$ cat src/rtl/instr_seq_ctrl_pkg.sv
// rtl/instr_seq_ctrl_pkg.sv - shared opcode, IR field, flag and state definitions for the sequencer
package instr_seq_ctrl_pkg;

    // Instruction register field positions
    localparam int OPC_MSB = 31;
    localparam int OPC_LSB = 27;
    localparam int OPC_W   = OPC_MSB - OPC_LSB + 1;
    localparam int TGT_LSB = 0;

    // Delay counter width; covers the full 1..15 hold range
    localparam int CNT_W = 4;

    // Control-flow opcodes; everything with opc[4]=0 is a datapath op
    localparam logic [OPC_W-1:0] OPC_JMP = 5'b10000;
    localparam logic [OPC_W-1:0] OPC_JZ  = 5'b10001;
    localparam logic [OPC_W-1:0] OPC_JNZ = 5'b10010;
    localparam logic [OPC_W-1:0] OPC_HLT = 5'b10011;

    // Datapath flag bit positions within {sign, zero, overflow, carry}
    localparam int FLAG_CARRY = 0;
    localparam int FLAG_OVF   = 1;
    localparam int FLAG_ZERO  = 2;
    localparam int FLAG_SIGN  = 3;

    typedef enum logic [2:0] {
        ST_IDLE  = 3'd0,
        ST_FETCH = 3'd1,
        ST_EXEC  = 3'd2,
        ST_DELAY = 3'd3,
        ST_NEXT  = 3'd4,
        ST_HALT  = 3'd5
    } seq_state_t;

    // Opcodes 0..15 are committed by the datapath; 16 and up are sequencer-only or NOP
    function automatic logic is_alu_op(input logic [OPC_W-1:0] opc);
        return ~opc[OPC_W-1];
    endfunction

endpackage

$ cat src/rtl/instr_delay_cnt.sv
// rtl/instr_delay_cnt.sv - execute-hold counter, counts 0..DELAY-1 and flags the last cycle
module instr_delay_cnt
    import instr_seq_ctrl_pkg::*;
#(
    parameter int DELAY = 4
) (
    input  logic clk,
    input  logic sys_rst,
    input  logic load,
    input  logic count,
    output logic done
);

    localparam logic [CNT_W-1:0] LAST = CNT_W'(DELAY - 1);

    logic [CNT_W-1:0] cnt;

    assign done = (cnt == LAST);

    // Clear on load and after the final hold cycle so the counter idles at zero
    always_ff @(posedge clk or negedge sys_rst) begin
        if (!sys_rst) begin
            cnt <= '0;
        end else if (load || (count && done)) begin
            cnt <= '0;
        end else if (count) begin
            cnt <= cnt + CNT_W'(1);
        end
    end

endmodule

$ cat src/rtl/instr_seq_ctrl.sv
// rtl/instr_seq_ctrl.sv - fetch/execute/delay/next instruction sequencer with branch and halt
module instr_seq_ctrl
    import instr_seq_ctrl_pkg::*;
#(
    parameter int PC_W  = 4,
    parameter int DELAY = 4
) (
    input  logic            clk,
    input  logic            sys_rst,
    input  logic            start,
    output logic [PC_W-1:0] imem_addr,
    input  logic [31:0]     imem_data,
    output logic [31:0]     ir,
    output logic            exec_en,
    input  logic [3:0]      flags,
    output logic            busy,
    output logic            halted
);

    seq_state_t state, state_nxt;

    logic [PC_W-1:0]  pc;
    logic [31:0]      ir_q;
    logic [OPC_W-1:0] opc;
    logic [PC_W-1:0]  target;
    logic             taken;

    logic ir_load;
    logic pc_clear;
    logic pc_step;
    logic pc_jump;
    logic cnt_load;
    logic cnt_count;
    logic cnt_done;

    // Only the zero flag steers branches; the rest belong to the datapath
    logic flags_unused;
    assign flags_unused = ^{flags[FLAG_SIGN], flags[FLAG_OVF], flags[FLAG_CARRY]};

    assign opc       = ir_q[OPC_MSB:OPC_LSB];
    assign target    = ir_q[TGT_LSB +: PC_W];
    assign imem_addr = pc;
    assign ir        = ir_q;
    assign busy      = (state == ST_FETCH) || (state == ST_EXEC) ||
                       (state == ST_DELAY) || (state == ST_NEXT);
    assign halted    = (state == ST_HALT);

    instr_delay_cnt #(
        .DELAY (DELAY)
    ) u_delay_cnt (
        .clk     (clk),
        .sys_rst (sys_rst),
        .load    (cnt_load),
        .count   (cnt_count),
        .done    (cnt_done)
    );

    // Branch decision from the held instruction and the live zero flag
    always_comb begin
        taken = 1'b0;
        case (opc)
            OPC_JMP: taken = 1'b1;
            OPC_JZ:  taken = flags[FLAG_ZERO];
            OPC_JNZ: taken = ~flags[FLAG_ZERO];
            default: taken = 1'b0;
        endcase
    end

    // State register
    always_ff @(posedge clk or negedge sys_rst) begin
        if (!sys_rst) begin
            state <= ST_IDLE;
        end else begin
            state <= state_nxt;
        end
    end

    // Next-state and per-state control strobes
    always_comb begin
        state_nxt = state;
        exec_en   = 1'b0;
        ir_load   = 1'b0;
        pc_clear  = 1'b0;
        pc_step   = 1'b0;
        pc_jump   = 1'b0;
        cnt_load  = 1'b0;
        cnt_count = 1'b0;
        case (state)
            ST_IDLE: begin
                if (start) begin
                    pc_clear  = 1'b1;
                    state_nxt = ST_FETCH;
                end
            end
            ST_FETCH: begin
                ir_load   = 1'b1;
                state_nxt = ST_EXEC;
            end
            ST_EXEC: begin
                exec_en  = is_alu_op(opc);
                cnt_load = 1'b1;
                if (opc == OPC_HLT) begin
                    state_nxt = ST_HALT;
                end else begin
                    state_nxt = ST_DELAY;
                end
            end
            ST_DELAY: begin
                cnt_count = 1'b1;
                if (cnt_done) begin
                    state_nxt = ST_NEXT;
                end
            end
            ST_NEXT: begin
                if (taken) begin
                    pc_jump = 1'b1;
                end else begin
                    pc_step = 1'b1;
                end
                state_nxt = ST_FETCH;
            end
            ST_HALT: begin
                if (start) begin
                    pc_clear  = 1'b1;
                    state_nxt = ST_FETCH;
                end
            end
            default: begin
                state_nxt = ST_IDLE;
            end
        endcase
    end

    // Program counter: restart at zero, jump to target, or step with natural wrap
    always_ff @(posedge clk or negedge sys_rst) begin
        if (!sys_rst) begin
            pc <= '0;
        end else if (pc_clear) begin
            pc <= '0;
        end else if (pc_jump) begin
            pc <= target;
        end else if (pc_step) begin
            pc <= pc + PC_W'(1);
        end
    end

    // Instruction register captures the memory word during FETCH only
    always_ff @(posedge clk or negedge sys_rst) begin
        if (!sys_rst) begin
            ir_q <= '0;
        end else if (ir_load) begin
            ir_q <= imem_data;
        end
    end

endmodule

$ cat config.mk
export PLATFORM = sky130hd
export DESIGN_NAME = instr_seq_ctrl
export DESIGN_NICKNAME = d
export VERILOG_FILES = /design/src/rtl/instr_seq_ctrl_pkg.sv /design/src/rtl/instr_delay_cnt.sv /design/src/rtl/instr_seq_ctrl.sv
export SDC_FILE = /design/constraint.sdc
export NUM_CORES = 1
export LEC_CHECK = 0
export ABC_AREA = 1
export CAP_MARGIN = 30
export CORE_ASPECT_RATIO = 0.8
export CORE_MARGIN = 2
export CORE_UTILIZATION = 46
export DETAILED_ROUTE_END_ITERATION = 6
export MAX_ROUTING_LAYER = met4
export PLACE_DENSITY = 0.94
export SYNTH_ARGS = -nofsm -noshare
export SYNTH_HDL_FRONTEND = slang
export SYNTH_SLANG_ARGS = --single-unit
$ cat constraint.sdc
create_clock -name clk -period 3.2 [get_ports clk]
set_clock_uncertainty 0.15 [all_clocks]
set_input_delay 0.8 -clock clk [delete_from_list [all_inputs] [get_ports clk]]
set_output_delay 0.8 -clock clk [all_outputs]
set_load 0.03 [all_outputs]
==> results of run 1 <==
-- per-layer routing --
metal / global-route usage / wire [µm] / part of all wire
met4: 0.0841 / 65 / 0.016
met2: 0.280 / 1920 / 0.48
met1: 0.217 / 1760 / 0.44
met3: 0.0581 / 227 / 0.057
met5: - / 0 / 0
-- how the worst max path moves through the flow --
stage	from	end	cells past startpoint
after floorplan	state[2]$_DFFE_PN0P_	exec_en	3
final	state[1]$_DFFE_PN0P_	exec_en	5
after CTS	state[1]$_DFFE_PN0P_	exec_en	5
after global placement	state[2]$_DFFE_PN0P_	exec_en	4
after global routing	state[1]$_DFFE_PN0P_	exec_en	5
after detailed placement	state[1]$_DFFE_PN0P_	exec_en	5
-- worst max-delay path, stage by stage (launching register included) --
cell	delay [ps]
sky130_fd_sc_hd__dfrtp_1	390
sky130_fd_sc_hd__inv_1	120
sky130_fd_sc_hd__nor2_4	140
sky130_fd_sc_hd__inv_1	100
sky130_fd_sc_hd__nor3_1	150
sky130_fd_sc_hd__clkdlybuf4s50_1	700
-- power by group through the flow --
stage,clock network (mW),registers [mW],logic [mW]
finish,0.374,0.974,1.63
global placement,0,0.965,1.62
detailed placement,0,0.986,1.64
CTS,0.385,0.975,1.65
global route,0.406,1.01,1.74
floorplan,0,1.38,0.691
-- cell usage after synthesis --
| master | number |
|---|---|
| sky130_fd_sc_hd__nand4_1 | 1 |
| sky130_fd_sc_hd__xor2_1 | 1 |
| sky130_fd_sc_hd__buf_4 | 1 |
| sky130_fd_sc_hd__inv_1 | 14 |
| sky130_fd_sc_hd__nand3_1 | 17 |
| sky130_fd_sc_hd__a21oi_1 | 4 |
| sky130_fd_sc_hd__nand2_2 | 1 |
| sky130_fd_sc_hd__nand2_1 | 29 |
| sky130_fd_sc_hd__a21oi_2 | 3 |
| sky130_fd_sc_hd__nand3b_1 | 1 |
| sky130_fd_sc_hd__nand3_4 | 1 |
| sky130_fd_sc_hd__nor2_4 | 1 |
| sky130_fd_sc_hd__nor3_1 | 1 |
| sky130_fd_sc_hd__mux2i_1 | 1 |
| sky130_fd_sc_hd__xnor2_1 | 2 |
| sky130_fd_sc_hd__inv_2 | 2 |
| sky130_fd_sc_hd__nor2_2 | 4 |
| sky130_fd_sc_hd__buf_12 | 2 |
| sky130_fd_sc_hd__nor2_1 | 12 |
| sky130_fd_sc_hd__mux2_2 | 26 |
| sky130_fd_sc_hd__ha_1 | 2 |
| sky130_fd_sc_hd__dfrtp_1 | 43 |
| sky130_fd_sc_hd__o21ai_0 | 5 |
| sky130_fd_sc_hd__buf_6 | 2 |
-- state kept, by name, indices dropped and copies added, names as in the netlist --
name and cells:
state 3, imem_addr 4, ir 32, u_delay_cnt.cnt 4
-- final cells by class --
| cell class | count | area (µm²) |
|---|---|---|
| fill | 330 | 1320 |
| sequential | 43 | 1080 |
| timing repair buffer | 75 | 756 |
| multi-input combinational | 112 | 743 |
| clock buffer | 8 | 100 |
| tap | 57 | 71.3 |
| inverter | 16 | 60.1 |
-- kinds of logic after synthesis --
logic type	Yosys count
mux	27
xor+xnor	3
simple gates	68
buf+inv	21
fa+ha+maj	2
flops	43
compound gates	12
-- metrics by stage --
stage | instances | utilization | total power [mW] | hold slack (ps)
after CTS | 310 | 0.675 | 3.01 | 361
final | 311 | 0.680 | 2.98 | 133
after global routing | 311 | 0.680 | 3.16 | 122
after global placement | 302 | 0.651 | 2.58 | 336
after floorplan | 176 | - | 2.07 | 329
after detailed placement | 302 | 0.651 | 2.63 | 343
==> summary by stage, run 1 <==
Timing
For the final routed database, the setup TNS stands at 0 ps. In this run the tightest slew margin relative to its limit is 0.633. Setup repair after global routing left no endpoint under its margin. The count of final hold-check violations is 0. After layout, the worst setup slack is 354 ps. The number of max-slew violations in the final report is 0. At the pin with the least slew margin, the transition time is 550 ps.

The minimum clock period is 2850 ps. The peak clock frequency supported by timing is 351 MHz. Dividing the final minimum period by the clock period gives 0.889. The setup-violating endpoint count in the final report is 0.

GRT
The number of antenna violations at the first check in global routing is 0. The global-route wire length before repair is 6530 µm. The sum of overflow across all layers after global routing is 0. The via count of the first global-routing pass is 1448. For this run, the total global-route usage over all layers was measured as 0.181.

The pin count of the biggest net entering global routing is 44.

Clock network
CTS built an H-tree with a depth of 2. The tree built by TritonCTS fans out to 43 sinks. The clock tree root buffer cell is sky130_fd_sc_hd__clkbuf_8.

The TritonCTS clock tree is done. The clock reaches the later pin of the worst-skew pair after 290 ps. Post-CTS timing repair inserted 0 buffers for setup.

After clock tree synthesis, the repair step resized 0 gates. The number of buffers on the longest clock path is 2. The number of buffers created by CTS is 5. The clock transition at the registers of the reported paths is 80 ps.

The number of hold buffers added after CTS was 0.

Power and ir drop
The power density over the cells is 1060 nW/µm². The design internal power is 1.73 mW. Summed over all cells, the static leakage comes to 1.25 nW. The worst-case IR drop observed on VDD is 0.000536 V. Of the total power, registers draw 0.327. The share of total power in the clock network is 0.125. Of the total power, the share spent switching nets is 0.420. The power share of the combinational group is 0.548. For this design the total switching power over the nets is 1.25 mW.

Detailed routing
The first detailed-routing pass took 4 iterations. The aggregate routed wire length is 3970 µm. The total vias in the final route is 1477. The count of unresolved DRC violations after routing is 0. The post-route antenna net violation count is 0. The detailed router finished its first iteration with 87 violations.

The post-detailed-route via-to-cell ratio is 4.75. Dividing the detail-routed wire length by the instance count gives 12.8 µm.

Worst setup path
The kind of end point of the critical path is a primary output. The arrival time of data at the critical path endpoint is 1900 ps. Across all register-to-register paths, the minimum setup slack is 1440 ps. The critical register-to-register path startpoint is state[1]$_DFFE_PN0P_. For the worst flop-to-flop path, the logic depth is 3.

In this run the critical register-to-register path is captured at ir[12]$_DFFE_PN0N_. The data required time of the critical path is 2250 ps. The worst setup path is launched from a register.

Along the worst path, the maximum fanout reaches 5. The worst setup path is of the register to primary output kind.

Final layout
The most common cell after layout, fill and taps aside is sky130_fd_sc_hd__clkdlybuf4s50_1. After routing the design area is 2810 µm². The number of antenna diodes in the final layout is 0. At the end of the flow, the number of nets in the layout was 294. In the final layout, the share of cells above drive strength 1 is 0.185. From synthesis to final layout, the design area changed by 44.0%. The library cells used most frequently in the layout, excluding fill and tap cells, are 73 x sky130_fd_sc_hd__clkdlybuf4s50_1, 43 x sky130_fd_sc_hd__dfrtp_1, 29 x sky130_fd_sc_hd__nand2_1, 26 x sky130_fd_sc_hd__mux2_2, 17 x sky130_fd_sc_hd__nand3_1.

Die
The die is 76.8 µm wide. 78 I/O pins were placed. The number of standard-cell rows in the floorplan is 21.

For this configuration, the core starts out at a cell density of 0.473. Measured along the y axis, the die boundary spans 62.2 µm. The core box area is 4130 µm². The die area is 4780 µm².

Logic synthesis
The netlist uses 24 different library cells. The top-area cell type share of the netlist area is 0.552. Synthesis produced 176 cells. The dominant cell type by area after synthesis is sky130_fd_sc_hd__dfrtp_1.

The cell area after synthesis is 1950 µm². The share of the synthesized area in compound gates (AO/OA/AOI/OAI) is 0.0366. The share of the Yosys chip area taken by registers is 0.552. Of the post-synthesis cell area, the part taken by muxes is 0.155. The synthesis warning total is 0. The total of flip-flops plus latches after synthesis is 43. Ranked by total cell area, the synthesized netlist is headed by sky130_fd_sc_hd__dfrtp_1 55%, sky130_fd_sc_hd__mux2_2 15%, sky130_fd_sc_hd__nand2_1 5.6%, sky130_fd_sc_hd__nand3_1 4.4%, sky130_fd_sc_hd__inv_1 2.7%. The fraction of the mapped netlist area in adder cells is 0.0128.

The main combinational cell family by area after synthesis is simple AND/OR/NAND/NOR gates. The post-synth net total is 217. In this run the mean area of a mapped cell was 11.1 µm². The post-synthesis share of cell area spent on and, or, nand and nor gates is 0.163. Of the total synthesized cell area, the portion taken by XOR and XNOR cells is 0.0135.

Placed design
The area of placed instances is 2690 µm². The congestion estimate from routability-driven global placement came to 0.790. The estimated wirelength of the detail-placed design is 2940 µm. In this run the tool buffered the top-level ports with 74 buffer cells. The worst setup slack after placement is 674 ps.

Outcome
The run finished with clean final reports.

Job
Across the run, the number of max-cap violations was 0.

Hold path
The tightest min-delay check is of the primary input to async pin type.
Power figures use the tool's default switching activity.
==> inputs of run 2 (changes only) <==
Settings changed: HOLD_SLACK_MARGIN set to 0.02.
==> results of run 2 <==
No change in the layout: final DEF, timing and power equal those of run 1.
